==> config.mk <==
export PLATFORM = sky130hd
export DESIGN_NAME = alu_arbiter
export DESIGN_NICKNAME = d
export VERILOG_FILES = /design/src/rtl/alu_pkg.sv /design/src/rtl/rr_arbiter2.sv /design/src/rtl/alu_arbiter.sv
export SDC_FILE = /design/constraint.sdc
export NUM_CORES = 1
export LEC_CHECK = 0
export ABC_AREA = 1
export BUFFER_PORTS_ARGS = -buffer_cell sky130_fd_sc_hd__buf_2
export CORE_AREA = 10 10 76 78
export CTS_CLUSTER_DIAMETER = 60
export DETAILED_ROUTE_END_ITERATION = 8
export DIE_AREA = 0 0 86 88
export PLACE_DENSITY_LB_ADDON = 0.15
export SYNTH_ARGS = -nofsm -noshare
export SYNTH_HDL_FRONTEND = slang
export SYNTH_SLANG_ARGS = --single-unit
==> constraint.sdc <==
create_clock -name clk -period 2.7 [get_ports clk]
set_input_delay 0.27 -clock clk [delete_from_list [all_inputs] [get_ports clk]]
set_output_delay 0.27 -clock clk [all_outputs]
set_load 0.03 [all_outputs]
==> src/rtl/alu_pkg.sv <==
// Shared definitions for the ALU arbiter slice: opcode constants, the command
// type, the request record and the requester count.
package alu_pkg;

  localparam int NPORT    = 2;
  localparam int ALU_TAGW = 2;

  typedef logic [4:0] alu_cmd_t;

  // Opcodes are carried through unchanged; the ALU owns their meaning.
  localparam alu_cmd_t OP_NOP = 5'b00000;
  localparam alu_cmd_t OP_MOV = 5'b00001;
  localparam alu_cmd_t OP_ADD = 5'b01000;
  localparam alu_cmd_t OP_SUB = 5'b01001;
  localparam alu_cmd_t OP_AND = 5'b01010;
  localparam alu_cmd_t OP_OR  = 5'b01011;
  localparam alu_cmd_t OP_BEQ = 5'b11000;

  typedef struct packed {
    alu_cmd_t            cmd;
    logic [7:0]          a;
    logic [7:0]          b;
    logic [ALU_TAGW-1:0] tag;
  } alu_req_t;

endpackage

==> src/rtl/rr_arbiter2.sv <==
// Two-requester arbiter with one-hot grant. With ALU_ARB_RR_EN defined it is
// round-robin on a 1-bit pointer; otherwise port 0 has fixed priority.
module rr_arbiter2 (
`ifdef ALU_ARB_RR_EN
  input  logic       clk,
  input  logic       reset,
`endif
  input  logic [1:0] req,
  output logic [1:0] grant
);

`ifdef ALU_ARB_RR_EN
  logic ptr;

  always_comb begin
    grant = req;
    if (req == 2'b11) grant = ptr ? 2'b10 : 2'b01;
  end

  // Pointer moves to the port after the winner, only when something is granted.
  always_ff @(posedge clk) begin
    if (reset)       ptr <= 1'b0;
    else if (|grant) ptr <= grant[0];
  end
`else
  always_comb begin
    grant = 2'b00;
    if (req[0])      grant = 2'b01;
    else if (req[1]) grant = 2'b10;
  end
`endif

endmodule

==> src/rtl/alu_arbiter.sv <==
// Shares one combinational ALU between two requesters through a registered
// issue stage and per-port one-entry response buffers. Macro: ALU_ARB_RR_EN.
module alu_arbiter #(
  parameter int NPORT = alu_pkg::NPORT,
  parameter int TAGW  = alu_pkg::ALU_TAGW
) (
  input  logic                       clk,
  input  logic                       reset,
  input  logic [NPORT-1:0]           req_valid,
  output logic [NPORT-1:0]           req_ready,
  input  logic [NPORT-1:0][4:0]      req_cmd,
  input  logic [NPORT-1:0][7:0]      req_a,
  input  logic [NPORT-1:0][7:0]      req_b,
  input  logic [NPORT-1:0][TAGW-1:0] req_tag,
  output logic [NPORT-1:0]           rsp_valid,
  input  logic [NPORT-1:0]           rsp_ready,
  output logic [NPORT-1:0][7:0]      rsp_data,
  output logic [NPORT-1:0]           rsp_branch,
  output logic [NPORT-1:0][TAGW-1:0] rsp_tag,
  output logic [4:0]                 alu_cmd,
  output logic [7:0]                 alu_inA,
  output logic [7:0]                 alu_inB,
  input  logic [7:0]                 alu_rslt,
  input  logic                       alu_doBranch
);
  import alu_pkg::*;

  // Handshake: a transfer happens on a rising edge where valid and ready are
  // both high; a request must hold its fields until accepted, and a response
  // holds its fields until consumed.

  logic             iss_v;
  logic             iss_port;
  alu_req_t         iss;
  logic [1:0]       in_flight;
  logic [1:0]       eligible;
  logic [1:0]       arb_grant;
  logic [1:0]       grant;

  assign in_flight = {iss_v & iss_port, iss_v & ~iss_port};

  // A port may issue only when it has nothing in flight and its buffer will
  // have room by the time the result lands.
  assign eligible = req_valid & ~in_flight & (~rsp_valid | rsp_ready);

  rr_arbiter2 u_arb (
`ifdef ALU_ARB_RR_EN
    .clk   (clk),
    .reset (reset),
`endif
    .req   (eligible),
    .grant (arb_grant)
  );

  assign grant     = reset ? 2'b00 : arb_grant;
  assign req_ready = grant;

  // Idle cycles load zeros so the ALU sees NOP with zero operands.
  always_ff @(posedge clk) begin
    if (reset) begin
      iss_v    <= 1'b0;
      iss_port <= 1'b0;
      iss      <= '0;
    end else begin
      iss_v    <= |grant;
      iss_port <= grant[1];
      if (grant[1])
        iss <= '{cmd: req_cmd[1], a: req_a[1], b: req_b[1], tag: req_tag[1]};
      else if (grant[0])
        iss <= '{cmd: req_cmd[0], a: req_a[0], b: req_b[0], tag: req_tag[0]};
      else
        iss <= '0;
    end
  end

  assign alu_cmd = iss.cmd;
  assign alu_inA = iss.a;
  assign alu_inB = iss.b;

  // A capture in the same cycle as a drain wins, keeping the buffer full.
  always_ff @(posedge clk) begin
    if (reset) begin
      rsp_valid  <= '0;
      rsp_data   <= '0;
      rsp_branch <= '0;
      rsp_tag    <= '0;
    end else begin
      for (int i = 0; i < 2; i++) begin
        if (in_flight[i]) begin
          rsp_valid[i]  <= 1'b1;
          rsp_data[i]   <= alu_rslt;
          rsp_branch[i] <= alu_doBranch;
          rsp_tag[i]    <= iss.tag;
        end else if (rsp_ready[i]) begin
          rsp_valid[i]  <= 1'b0;
        end
      end
    end
  end

endmodule

* Word level (Yosys, flattened, before mapping) *
Cells that the tools add are included.

word-level totals
  bits in registers = 49
  input bits = 61
  logic and storage cells = 34

operators by class
  mux-type cells = 9
  bitwise operators = 8
  reduce and logical (&&, ||, !) cells = 3

operators by type and width
  operator           count
  $mux 23            2
  $mux 2             3
  $and 2x2->2        2
  $mux 1             4
  $not 2->2          2
  $reduce_bool 2->1  2
  $and 1x1->1        2
  $or 2x2->2         1
  $reduce_or 2->1    1
  $not 1->1          1

* Longest topological paths before layout *
  depth after elaboration = 10
  mapped depth = 7
  gate-level depth less buffers = 6

* Modules after synthesis *
From an unflattened synthesis, not the netlist that was laid out.

unflattened totals
  cells, all modules = 265
  area total of the unflattened synthesis = 1998.2 um^2

modules (own cells, without submodules)
  module       times used  cells each  area an instance (um^2)  seq. area each (um^2)
  alu_arbiter  1           262         1980.6                   980.9
  rr_arbiter2  1           3           17.5                     0.0

* Worst setup path before layout *
OpenSTA, ideal clock, no wires.

  path type = reg2out
  start point = register rsp_valid[0]
  end point = output port req_ready[0]
  data arrival time = 1274 ps
  required time = 2430 ps
  slack = 1156 ps
  stages on the path, launching flop included = 5
  path buffers = 1
  cell sequence = dfxtp_1 nand2_2 nand3_4 buf_2 nor2_1

on the way
  word-level cells in the longest chain between the ends = 5

RTL lines
  item                               line               source
  from (decl)                        alu_arbiter.sv:15  output logic [NPORT-1:0] rsp_valid,
  from (signal assigned)             alu_arbiter.sv:83  rsp_valid <= '0;
  from (signal, indexed assignment)  alu_arbiter.sv:90  rsp_valid[i] <= 1'b1;
  from (signal, indexed assignment)  alu_arbiter.sv:95  rsp_valid[i] <= 1'b0;
  $not 2->2                          alu_arbiter.sv:44  assign eligible = req_valid & ~in_flight & (~rsp_valid | rsp_ready);
  $or 2x2->2                         alu_arbiter.sv:44
  $and 2x2->2                        alu_arbiter.sv:44
  $mux 2                             rr_arbiter2.sv:28  if (req[0]) grant = 2'b01;
  $mux 2                             alu_arbiter.sv:55  assign grant = reset ? 2'b00 : arb_grant;
  to (decl)                          alu_arbiter.sv:10  output logic [NPORT-1:0] req_ready,

Every way passes these cells.

* Final worst setup path *
  start point = register rsp_valid[0]
  end point = output port req_ready[1]

Same word-level chain as after synthesis.

==> results.cfg <==
[layout]
antenna_cells = 0
multi_input_area_um2 = 723
seq_area_um2 = 981
drive_above_1_share_pct = 38.2
syn2layout_area_growth_pct = 23.2
utilization_pct = 56.7
nFillCells = 433
nets = 383

[die]
die_w_um = 86
dieArea_um2 = 7570
ios = 108
die_y_um = 88
initial_core_util_pct = 46.0
rows = 24
coreArea_um2 = 4290

[setup_path]
cp.required_ps = 2430
cp-start-kind = flip-flop
critPathBufInv = 1
cp_slowest_cell = nand3_4
crit_arrival_ps = 1800
end_kind = primary output
path_class = flip-flop to primary output
critPathTopFamily = simple AND/OR/NAND/NOR gates
path_max_fanout = 27
slowest_delay_ps = 360
crit_chain = nand2_2 -> nand3_4 -> and2_1 -> buf_2

[logic_synthesis]
yosysTopAreaCell = dfxtp_1
yosysUniqueCellTypes = 20
synth_top_family_by_area = simple AND/OR/NAND/NOR gates
synth.yosys.warnings = 0
syn_area_um2 = 1980
syn_inst = 243
synth_nets = 304
synth_top_area_share_pct = 49.7
synth-compound-area-share_pct = 6.84
syn_area_per_cell_um2 = 8.13
ys_ff_latch = 49
synth_seq_area_share_pct = 49.7
synth_area_leaders = dfxtp_1 50%, nor2_1 8.5%, buf_4 8.0%
synth_xor_area_share_pct = 0
yosys.area_share.simple_pct = 29.8
synthMuxAreaShare_pct = 0
synthAdderAreaFrac_pct = 0

[clocking]
cts-resized-gates = 0
cts.reportedPaths.clkPinSlew_ps = 80
cts_max_path_buffers = 2
h-tree-depth = 2
clk_latency_ps = 290
hold_buffers = 0
cts_tree = yes
postCtsSetupRepairBufs = 0
cts.sinks = 49
cts_root_buf = clkbuf_8
cts_buffers = 5

[global_route]
grt.overflow.total = 0
grt_usage_pct = 13.9
grt_pass1_vias = 1842
grt_pass1_wl_um = 8590
antenna_found_initial = 0
grt_max_degree = 46

[drt]
wirelength_um = 5510
drt_iter0_drc = 58
wl_per_cell_um = 14.7
ant_nets = 0
via_per_inst = 4.83
dr_total_vias = 1806
first_pass_iters = 4
drc_errors = 0

[timing]
tightest_slew_ps = 915
clock_skew_ps = 3.06
finalCritPeriodShare_pct = 76.5
fmax_mhz = 484
finalMaxSlewViolations = 0
fin_ws_ps = 634
finalHoldViolations = 0
timing.setup.tns_ps = 0
slew_headroom_pct = 39.0
fin_crit_ps = 2070
rsz0062_at_grt = no
finalSetupViolCount = 0

[place]
hpwl_um = 4170
place_congestion = 0.797
pre_cts_ws_ps = 872
io_buffer_count = 107

[power_and_ir_drop]
power_density_nw_per_um2 = 645
total_power_mw = 1.57
p_leak_nw = 1.29
irDropWorstVdd_mv = 0.259

[run]
max-cap-violations = 0

[worst_hold_path]
hold_path.class = primary input to flip-flop

[run_status]
status = complete, no violations
[synth_stat cells]
cell / n
buf_2: 8
nand3_1: 23
a21oi_1: 2
nand4_1: 23
inv_1: 6
o22ai_1: 1
o21ai_0: 22
dfxtp_1: 49
nand2_1: 25
a21oi_2: 1
clkbuf_2: 1
clkbuf_1: 5
and2_1: 2
nand2_2: 4
nor2_4: 1
buf_4: 21
clkinv_2: 1
nand3_4: 1
buf_6: 2
nor2_1: 45
[worst reg2reg max path: cells and delay by family, from the launching register on]
family / cells / cell delay, ps
AO/OA/AOI/OAI: 1 / 730
flip-flops: 1 / 350
AND/OR/NAND/NOR: 2 / 310
buffers and inverters: 1 / 80
[worst paths after layout]
kind                        to  slack, ps  cells past startpoint    startpoint
hold reg to reg    rsp_data[6]        480                      2   rsp_data[6]
setup reg to reg    alu_inA[5]       1190                      4      iss_port
hold / removal          iss[1]        180                      3    req_tag[3]
setup / recovery  req_ready[1]        630                      4  rsp_valid[0]
[kinds of logic after synthesis]
family                 count (synthesis)
flip-flops                            49
buffers and inverters                 44
AO/OA/AOI/OAI                         26
AND/OR/NAND/NOR                      124
[registers in the layout, indices dropped and copies added (netlist names)]
name        count
iss_v           1
rsp_valid       2
iss_port        1
alu_cmd         5
rsp_branch      2
iss             2
alu_inA         8
rsp_tag         4
alu_inB         8
rsp_data       16
[power by group]
part | leakage (nW) | internal (mW) | switching, mW
registers | 0.403 | 0.778 | 0.0208
clock network | 0.0443 | 0.204 | 0.225
logic | 0.845 | 0.107 | 0.235
total | 1.29 | 1.09 | 0.481
[per-stage QoR]
| step | std cells | instance area (um^2) | hold WS, ps |
|---|---|---|---|
| final | 374 | 2430 | 184 |
| after global routing | 374 | 2430 | 184 |
| after CTS | 374 | 2430 | 176 |
| after global placement | 367 | 2350 | 458 |
| after detailed placement | 367 | 2350 | 468 |
| after floorplan | 243 | 1980 | 339 |
[cell type report]
cell class	count	share of cell area, %
Sequential cell	49	40.3
Clock buffer	7	3.55
Timing Repair Buffer	109	22.6
Inverter	7	1.13
Multi-Input combinational cell	150	29.7
Tap cell	52	2.67
[metal layers]
layer  vias to the layer above  global-route usage (%)  routed length, um  part of all wire (%)
met5                         -                       0                  0                     0
met4                         0                    4.94                 61                   1.1
met3                         7                    5.57                432                   7.8
met2                        64                    23.5               2630                    48
met1                       791                    15.6               2380                    43
li1                        944                       -                  -                     -
[cells in the final DEF, fill, tap and decap left out, types with 2 or more instances in the layout]
| master | count |
|---|---|
| and2_1 | 2 |
| buf_4 | 2 |
| nor2_1 | 45 |
| nand4_1 | 23 |
| nand2_1 | 25 |
| buf_2 | 107 |
| inv_1 | 6 |
| dfxtp_1 | 49 |
| nand3_1 | 23 |
| o21ai_0 | 22 |
| clkbuf_8 | 6 |
| nand2_2 | 4 |
| a21oi_1 | 2 |
Note: power is estimated with default switching activity, not from simulation.
